## src/rtl/exu_redirect_ctrl_pkg.sv

```systemverilog
// Purpose : shared core types for the EXU redirect path (rv32i PC types, FSM state, BPU update entry).
// Latency : n/a (types and constants only).
// Backpressure: n/a.
package exu_redirect_ctrl_pkg;

    localparam int RV_PC_SIZE = 32;

    typedef logic [RV_PC_SIZE-1:0] rv32_pc_t;

    // Redirect controller state: only IDLE accepts branch-resolution packets.
    typedef enum logic [0:0] {
        ST_IDLE  = 1'b0,
        ST_REDIR = 1'b1
    } redir_state_e;

    // One predictor-training record, pushed per resolved branch.
    typedef struct packed {
        rv32_pc_t pc;
        rv32_pc_t target;
        logic     taken;
    } bpu_upd_t;

endpackage

```

## src/rtl/exu_bpu_upd_fifo.sv

```systemverilog
// Purpose : generic first-in first-out buffer for branch-predictor update entries.
// Latency : 1 cycle push-to-pop (entry visible on out_dat the cycle after the push edge).
// Backpressure: in_rdy = !full (registered occupancy); out_vld = !empty; pop frees a slot next cycle.
// Ports   : clk/rst_n; in_vld/in_dat/in_rdy write side; out_vld/out_dat/out_rdy read side.
module exu_bpu_upd_fifo #(
    parameter type T     = logic,
    parameter int  DEPTH = 4
) (
    input  logic clk,
    input  logic rst_n,
    input  logic in_vld,
    input  T     in_dat,
    output logic in_rdy,
    output logic out_vld,
    output T     out_dat,
    input  logic out_rdy
);

    localparam int AW = $clog2(DEPTH);

    // Pointers carry one extra wrap bit so full and empty are distinguishable.
    logic [AW:0] wr_ptr_q, wr_ptr_d;
    logic [AW:0] rd_ptr_q, rd_ptr_d;
    T            mem_q [DEPTH];

    logic push;
    logic pop;
    logic full;
    logic empty;

    always_comb begin
        empty    = (wr_ptr_q == rd_ptr_q);
        full     = (wr_ptr_q[AW] != rd_ptr_q[AW]) &&
                   (wr_ptr_q[AW-1:0] == rd_ptr_q[AW-1:0]);
        in_rdy   = !full;
        out_vld  = !empty;
        out_dat  = mem_q[rd_ptr_q[AW-1:0]];
        push     = in_vld && !full;
        pop      = !empty && out_rdy;
        wr_ptr_d = wr_ptr_q + {{AW{1'b0}}, push};
        rd_ptr_d = rd_ptr_q + {{AW{1'b0}}, pop};
    end

    always_ff @(posedge clk or negedge rst_n) begin
        if (!rst_n) begin
            wr_ptr_q <= '0;
            rd_ptr_q <= '0;
        end else begin
            wr_ptr_q <= wr_ptr_d;
            rd_ptr_q <= rd_ptr_d;
        end
    end

    // Storage needs no reset: nothing is visible until a pointer moves past it.
    always_ff @(posedge clk) begin
        if (push) begin
            mem_q[wr_ptr_q[AW-1:0]] <= in_dat;
        end
    end

endmodule

```

## src/rtl/exu_redirect_ctrl.sv

```systemverilog
// Purpose : turns branch-resolution packets into fetch redirects, flush pulses, predictor updates and stats.
// Latency : redir_vld and flush rise 1 cycle after a mispredicted packet is accepted; update entry visible 1 cycle after accept.
// Backpressure: rsp_rdy low while a redirect is outstanding or the update FIFO is full; upd_rdy never delays a redirect.
// Ports   : rsp_* packet in; redir_vld/redir_pc/redir_rdy fetch redirect; flush, stall_issue;
//           upd_* predictor training out; br_cnt/mispred_cnt 32-bit wrapping counters.
module exu_redirect_ctrl
    import exu_redirect_ctrl_pkg::*;
#(
    parameter int PC_W      = RV_PC_SIZE,
    parameter int UPD_DEPTH = 4
) (
    input  logic            clk,
    input  logic            rst_n,
    input  logic            rsp_vld,
    output logic            rsp_rdy,
    input  logic [PC_W-1:0] rsp_pc,
    input  logic [PC_W-1:0] rsp_target_pc,
    input  logic            rsp_taken,
    input  logic            rsp_pred_true,
    output logic            redir_vld,
    output logic [PC_W-1:0] redir_pc,
    input  logic            redir_rdy,
    output logic            flush,
    output logic            stall_issue,
    output logic            upd_vld,
    input  logic            upd_rdy,
    output logic [PC_W-1:0] upd_pc,
    output logic [PC_W-1:0] upd_target,
    output logic            upd_taken,
    output logic [31:0]     br_cnt,
    output logic [31:0]     mispred_cnt
);

    redir_state_e    state_q, state_d;
    logic [PC_W-1:0] redir_pc_q, redir_pc_d;
    logic            flush_q, flush_d;
    logic [31:0]     br_cnt_q, br_cnt_d;
    logic [31:0]     mispred_cnt_q, mispred_cnt_d;

    logic     fifo_in_rdy;
    logic     accept;
    logic     mispred;
    bpu_upd_t push_dat;
    bpu_upd_t head_dat;

    always_comb begin
        rsp_rdy = (state_q == ST_IDLE) && fifo_in_rdy;
        accept  = rsp_vld && rsp_rdy;
        mispred = accept && !rsp_pred_true;

        push_dat.pc     = RV_PC_SIZE'(rsp_pc);
        push_dat.target = RV_PC_SIZE'(rsp_target_pc);
        push_dat.taken  = rsp_taken;

        state_d       = state_q;
        redir_pc_d    = redir_pc_q;
        flush_d       = mispred;
        br_cnt_d      = br_cnt_q;
        mispred_cnt_d = mispred_cnt_q;

        case (state_q)
            ST_IDLE: begin
                if (mispred) begin
                    state_d    = ST_REDIR;
                    redir_pc_d = rsp_target_pc;
                end
            end
            ST_REDIR: begin
                if (redir_rdy) begin
                    state_d = ST_IDLE;
                end
            end
            default: state_d = ST_IDLE;
        endcase

        if (accept) begin
            br_cnt_d = br_cnt_q + 32'd1;
        end
        if (mispred) begin
            mispred_cnt_d = mispred_cnt_q + 32'd1;
        end
    end

    always_ff @(posedge clk or negedge rst_n) begin
        if (!rst_n) begin
            state_q       <= ST_IDLE;
            redir_pc_q    <= '0;
            flush_q       <= 1'b0;
            br_cnt_q      <= '0;
            mispred_cnt_q <= '0;
        end else begin
            state_q       <= state_d;
            redir_pc_q    <= redir_pc_d;
            flush_q       <= flush_d;
            br_cnt_q      <= br_cnt_d;
            mispred_cnt_q <= mispred_cnt_d;
        end
    end

    // Every accepted packet trains the predictor; acceptance already implies a free slot.
    exu_bpu_upd_fifo #(
        .T     (bpu_upd_t),
        .DEPTH (UPD_DEPTH)
    ) u_upd_fifo (
        .clk     (clk),
        .rst_n   (rst_n),
        .in_vld  (accept),
        .in_dat  (push_dat),
        .in_rdy  (fifo_in_rdy),
        .out_vld (upd_vld),
        .out_dat (head_dat),
        .out_rdy (upd_rdy)
    );

    always_comb begin
        redir_vld   = (state_q == ST_REDIR);
        stall_issue = (state_q == ST_REDIR);
        redir_pc    = redir_pc_q;
        flush       = flush_q;
        upd_pc      = PC_W'(head_dat.pc);
        upd_target  = PC_W'(head_dat.target);
        upd_taken   = head_dat.taken;
        br_cnt      = br_cnt_q;
        mispred_cnt = mispred_cnt_q;
    end

endmodule

```

## config.mk

```make
export PLATFORM = sky130hd
export DESIGN_NAME = exu_redirect_ctrl
export DESIGN_NICKNAME = d
export VERILOG_FILES = /design/src/rtl/exu_redirect_ctrl_pkg.sv /design/src/rtl/exu_bpu_upd_fifo.sv /design/src/rtl/exu_redirect_ctrl.sv
export SDC_FILE = /design/constraint.sdc
export NUM_CORES = 1
export LEC_CHECK = 0
export BUFFER_PORTS_ARGS = -buffer_cell sky130_fd_sc_hd__buf_4
export CAP_MARGIN = 10
export CORE_MARGIN = 3
export CORE_UTILIZATION = 50
export CTS_BUF_LIST = sky130_fd_sc_hd__clkbuf_4
export DETAILED_ROUTE_END_ITERATION = 8
export PLACE_DENSITY = 0.7
export SLEW_MARGIN = 40
export SYNTH_ARGS = -nofsm -noshare
export SYNTH_HDL_FRONTEND = slang
export SYNTH_SLANG_ARGS = --single-unit
```

## constraint.sdc

```tcl
create_clock -name clk -period 16.3 [get_ports clk]
set_input_delay 0 -clock clk [delete_from_list [all_inputs] [get_ports clk]]
set_output_delay 0 -clock clk [all_outputs]
set_load 0.1 [all_outputs]
```

# [After elaboration in Yosys (flattened, before gate mapping)]
# Memory sizes are Yosys's and may differ from the RTL's.
# Cells that the tools add are included.
[totals] elab_cells=31 n_memories=1 inputBits=71 ff_bits=104 ram_bits=260
[op_classes] add_sub_neg=4 eq_ne=3 reduce_logical=10 mux=5 n_bitwise=1
[mem_list] memory="u_upd_fifo.mem_q" depth=4 word_bits=65 read_ports=1 rd_ports_with_merged_regs=0 wr=1 line="exu_bpu_upd_fifo.sv:24" text="T mem_q [DEPTH];"
[ops] cell="32-bit by 1-bit adder with 32-bit output (second input constant)" count=2
[ops] cell="3-bit by 1-bit adder with 3-bit output" count=2
[ops] cell="1-bit logical AND" count=6
[ops] cell="1-bit two-way mux" count=4
[ops] cell="3-bit == test" count=1
[ops] cell="1-bit zero test" count=3
[ops] cell="2-bit == test" count=1
[ops] cell="1-bit case mux with 2 select lines" count=1
[ops] cell="2-bit AND reduction" count=1
[ops] cell="1-bit inequality test" count=1
[ops] cell="1-bit NOT" count=1

# [Longest topological paths before layout]
[logic_depth] word_depth=8 ltp_mapped=7

# [Hierarchy]
# Synthesis repeated with hierarchy kept, for this count alone.
[hier_totals] hier_cells=709 area_unflattened_um2=13962.1
[by_module_without_submodules] module="exu_bpu_upd_fifo" seq_area_each_um2=7957.6 n_inst=1 area_each_um2=9714.3 cells_per_inst=369
[by_module_without_submodules] module="exu_redirect_ctrl" seq_area_each_um2=2452.4 n_inst=1 area_each_um2=4247.8 cells_per_inst=340

# [Worst setup path before layout]
# Ideal clock, no wire load.
[synth_timing] kind="register to register" start="reg state_q (netlist: redir_vld)" end="mem u_upd_fifo.mem_q[0][0] (netlist bit) (enable)" path_buffers=1 synth_period_minus_slack_ns=6.552 setup_time_ns=0.568 stages_incl_launch_ff=5 arrival_time_ns=5.984 path_slack_ns=9.748 required_ns=15.732 path_cell_list="dfrtp_1 nor2b_1 o31ai_4 buf_2 nor3_1"
[synth_between] elab_chain_len=6
[synth_rtl] element="start: declaration" line="exu_redirect_ctrl.sv:34" text="redir_state_e state_q, state_d;"
[synth_rtl] element="start signal: assignment" line="exu_redirect_ctrl.sv:92" text="state_q <= state_d;"
[synth_rtl] element="1-bit NOT"
[synth_rtl] element="1-bit logical AND" line="exu_redirect_ctrl.sv:47" text="rsp_rdy = (state_q == ST_IDLE) && fifo_in_rdy;"
[synth_rtl] element="1-bit logical AND" line="exu_redirect_ctrl.sv:48" text="accept = rsp_vld && rsp_rdy;"
[synth_rtl] element="1-bit logical AND" line="exu_bpu_upd_fifo.sv:38" text="push = in_vld && !full;"
[synth_rtl] element="1-bit two-way mux" line="exu_bpu_upd_fifo.sv:56" text="if (push) begin"
[synth_rtl] element="1-bit two-way mux (implied by the code)" line="exu_bpu_upd_fifo.sv:57" text="mem_q[wr_ptr_q[AW-1:0]] <= in_dat;"
[synth_rtl] element="end: declaration" line="exu_bpu_upd_fifo.sv:24"
# Every way passes these cells.

# [Final worst setup path]
[layout_timing] start="reg u_upd_fifo.rd_ptr_q[0]" end="mem u_upd_fifo.mem_q[2][36] (netlist bit) (enable)"
[layout_between] elab_chain_len=8
[layout_rtl] element="start: declaration" line="exu_bpu_upd_fifo.sv:23" text="logic [AW:0] rd_ptr_q, rd_ptr_d;"
[layout_rtl] element="start signal: assignment" line="exu_bpu_upd_fifo.sv:50" text="rd_ptr_q <= rd_ptr_d;"
[layout_rtl] element="2-bit == test *" line="exu_bpu_upd_fifo.sv:34" text="(wr_ptr_q[AW-1:0] == rd_ptr_q[AW-1:0]);"
[layout_rtl] element="1-bit logical AND *" line="exu_bpu_upd_fifo.sv:33" text="full = (wr_ptr_q[AW] != rd_ptr_q[AW]) &&"
[layout_rtl] element="1-bit zero test *" line="exu_bpu_upd_fifo.sv:35, exu_bpu_upd_fifo.sv:38"
[layout_rtl] element="1-bit logical AND" line="exu_redirect_ctrl.sv:47"
[layout_rtl] element="1-bit logical AND" line="exu_redirect_ctrl.sv:48"
[layout_rtl] element="1-bit logical AND *" line="exu_bpu_upd_fifo.sv:38"
[layout_rtl] element="1-bit two-way mux *" line="exu_bpu_upd_fifo.sv:56"
[layout_rtl] element="1-bit two-way mux (implied by the code) *" line="exu_bpu_upd_fifo.sv:57"
# Every way passes the cells marked *; elsewhere a longest branch is shown, timed or not.

==> summary.md <==
| Metric | Value |
|---|---|
| Status | finished clean |
| Critical Path RT | 16.60 ns |
| Routed len/inst | 19.0 um |
| Largest stage delay, worst path | roughly 0.83 ns |
| Most frequent cells in the layout | edfxtp_1, buf_4, clkbuf_4 |
| Layout cells sized above 1 | 0.451 |
| Reg2Reg Depth | 6 |
| DR vias/cell | between 5 and 6 |
| Mapped Nets | around 770 |
| Layout area overhead | 31.1% |
| Max Cap Viol | 0 |
| DR pass1 iterations | 4 |
| Initial DRC Count | 381 |
| Crit-path slowest cell | dfrtp_4 |
| Post-CTS sizing | 0 |
| Reg2reg end | u_upd_fifo.mem_q[2][36] |
| Crit path time final | around 3.5 ns |
| FMAX | slightly below 300 MHz |
| Hpwl dp | between 15000 and 20000 um |
| Total GRT Usage | 0.191 |
| CP endpoint kind | register |
| Gr busiest metal | met2 |
| Cell taking the most area after synthesis | edfxtp_1 |
| Core area | 0.0270 mm2 |
| IO buf count | 236 |
| Yosys reg bits | about 360 |
| Clk Latency, worst-skew pair | around 0.68 ns |
| Crit-path cells | xor2_1, o31ai_4, inv_1, nand2_1, nor2_4, buf_4 |
| Starting Density | 0.510 |
| Warning count from the yosys run | 0 |
| Final Max Slew Viols | 0 |
| Number of routed nets with antenna violations | 0 |
| Clk root buf | clkbuf_4 |
| CTS tree | built |
| Setup TNS Final | 0 ns |
| Normalized max-slew margin | 0.417 |
| FF-to-FF Start | u_upd_fifo.rd_ptr_q[0] |
| Largest net degree at the start of global routing | 67 |
| Die X | between 150 and 200 um |
| Crit path launch type | register |
| DR DRC count | 0 |
| Sequential fraction of the synthesis area | 0.756 |
| WS Path Type | register to register |
| Endpoint, Worst Hold | u_upd_fifo.mem_q[1][18] |
| Post-Syn Instances | 691 |
| Final setup viols | 0 |
| GRT overflow | 0 |
| Die span in y | ~170 um |
| RePlAce Congestion | between 0.8 and 0.9 |
| Syn_area_per_cell | 19.9 um2 |
| Final Hold Fails | 0 |
| Min-Delay Path Class | input port to register |
| Hold Path Cell Cnt | 2 |
| CP Data Arrival Time | roughly 3.8 ns |
| RSZ-0062 raised after global routing | false |
| Final period util | 0.212 |
| First-pass GRT wire length | between 40000 and 50000 um |
| Met3 GRT Util | 0.0652 |
| DRT Wirelength | around 28000 um |
| Cell Rows | 60 |
| Yosys top cell area share | 0.567 |
| Initial antenna violation count | 1 |
| Setup WS pre-CTS | around 13 ns |
| Synth cell types | 32 |
| Worst-path fanout max | 45 |
| Vias in the first global route | roughly 8000 |
| Worst Hold Launch | rsp_target_pc[17] |
| IO Count | 237 |
| Commonest non-fill, non-tap cell in the layout | edfxtp_1 |
| Clock slew at reported path FFs | roughly 0.070 ns |
| Number of H-tree levels | 3 |
| Setup ws final | 12.84 ns |
| CP startpoint | u_upd_fifo.rd_ptr_q[0] |
| Die area | roughly 0.030 mm2 |
| Largest cells by area after synthesis | edfxtp_1, dfrtp_1, mux4_2, xnor2_1, mux2_2 |
| Routed vias | ~8000 |
| Cell Area, Synth | between 0.01 and 0.015 mm2 |
| FF-to-FF setup slack | around 13 ns |
| Sink Count | 364 |
| Actual slew at the worst max-slew pin | approximately 0.87 ns |
| GR Util met1 | 0.258 |
| Skew final | roughly 0.031 ns |
| CTS Buf Count | 91 |
| Clock Path Buffers | 3 |
| Fin nets | approximately 1200 |
| M2 GR Usage | 0.298 |
==> worst max-delay path by stage <==
stage	end	slack (ns)	cells after the start
after global routing	u_upd_fifo.mem_q[2][1]	12.55	6
after CTS	u_upd_fifo.mem_q[2][41]	12.73	6
after floorplan	u_upd_fifo.mem_q[0][0]	9.75	4
final	u_upd_fifo.mem_q[2][36]	12.84	6
after global placement	u_upd_fifo.mem_q[2][13]	12.61	6
after detailed placement	u_upd_fifo.mem_q[2][10]	12.78	6
==> Yosys cell counts (all sizes together) <==
master / count
or2: 1
nor3b: 1
nor3: 8
o31ai: 1
nand4: 23
clkbuf: 5
nor2: 11
buf: 19
mux2: 33
o22ai: 1
nand2b: 1
dfrtp: 104
nor4: 4
xor2: 15
and3: 11
nand4b: 1
nor2b: 2
nand2: 27
edfxtp: 260
nand3: 25
and4: 7
inv: 3
xnor2: 52
ha: 6
and2: 5
mux4: 65
==> cell families after synthesis <==
| kind of cell | after synthesis | share of synthesized area |
|---|---|---|
| xor gates and xnor gates | 67 | 0.0426 |
| and+or+nand+nor | 127 | 0.0520 |
| adders and majority gates | 6 | 0.00545 |
| DFF | 364 | 0.756 |
| buffers and inverters | 27 | 0.00890 |
| AOI/OAI and AO/OA | 2 | 0.00200 |
| muxes | 98 | 0.133 |
==> state kept, by name (all words and copies together) (netlist names) <==
| name | cells |
|---|---|
| redir_pc | 32 |
| u_upd_fifo.mem_q | 260 |
| br_cnt | 32 |
| mispred_cnt | 32 |
| u_upd_fifo.rd_ptr_q | 3 |
| redir_vld | 1 |
| flush | 1 |
| u_upd_fifo.wr_ptr_q | 3 |
==> critical path, delay by kind of cell, from the launching register on <==
family	cells	cell delay, ns
AND/OR/NAND/NOR	2	0.67
flip-flops	1	0.83
buffers and inverters	2	0.92
XOR/XNOR	1	0.39
AO/OA/AOI/OAI	1	0.24
==> per-stage QoR <==
stage / hold WS (ns) / cell area (um2) / std cells / utilization
CTS: 0.00194 / 18100 / 1497 / 0.668
global placement: 0.0244 / 15900 / 1249 / 0.589
finish: 0.0716 / 18100 / 1498 / 0.668
floorplan: -0.296 / 13800 / 691 / -
detailed placement: 0.0280 / 16000 / 1254 / 0.593
global route: 0.0199 / 18100 / 1498 / 0.668
==> layer usage <==
layer / vias to the layer above / part of all wire
met2: 270 / 0.48
li1: 3567 / -
met1: 3947 / 0.43
met4: 0 / 0.012
met5: - / 0
met3: 25 / 0.085
==> cell type report <==
cell class	count	area, um2
sequential	364	10400
fill	1904	8960
multi-input combinational	300	3270
timing repair buffer	319	2660
clock buffer	154	1160
tap	341	427
clock inverter	16	125
inverter	3	11.3
antenna	1	2.50
==> what timing repair did <==
action,4_1_cts,5_1_grt
endpoints found under the hold margin,435,0
setup buffers,0,0
hold buffers,73,0
Power is not shown: default switching activity piles up to over one toggle a cycle in this logic, so the estimate is an artifact.
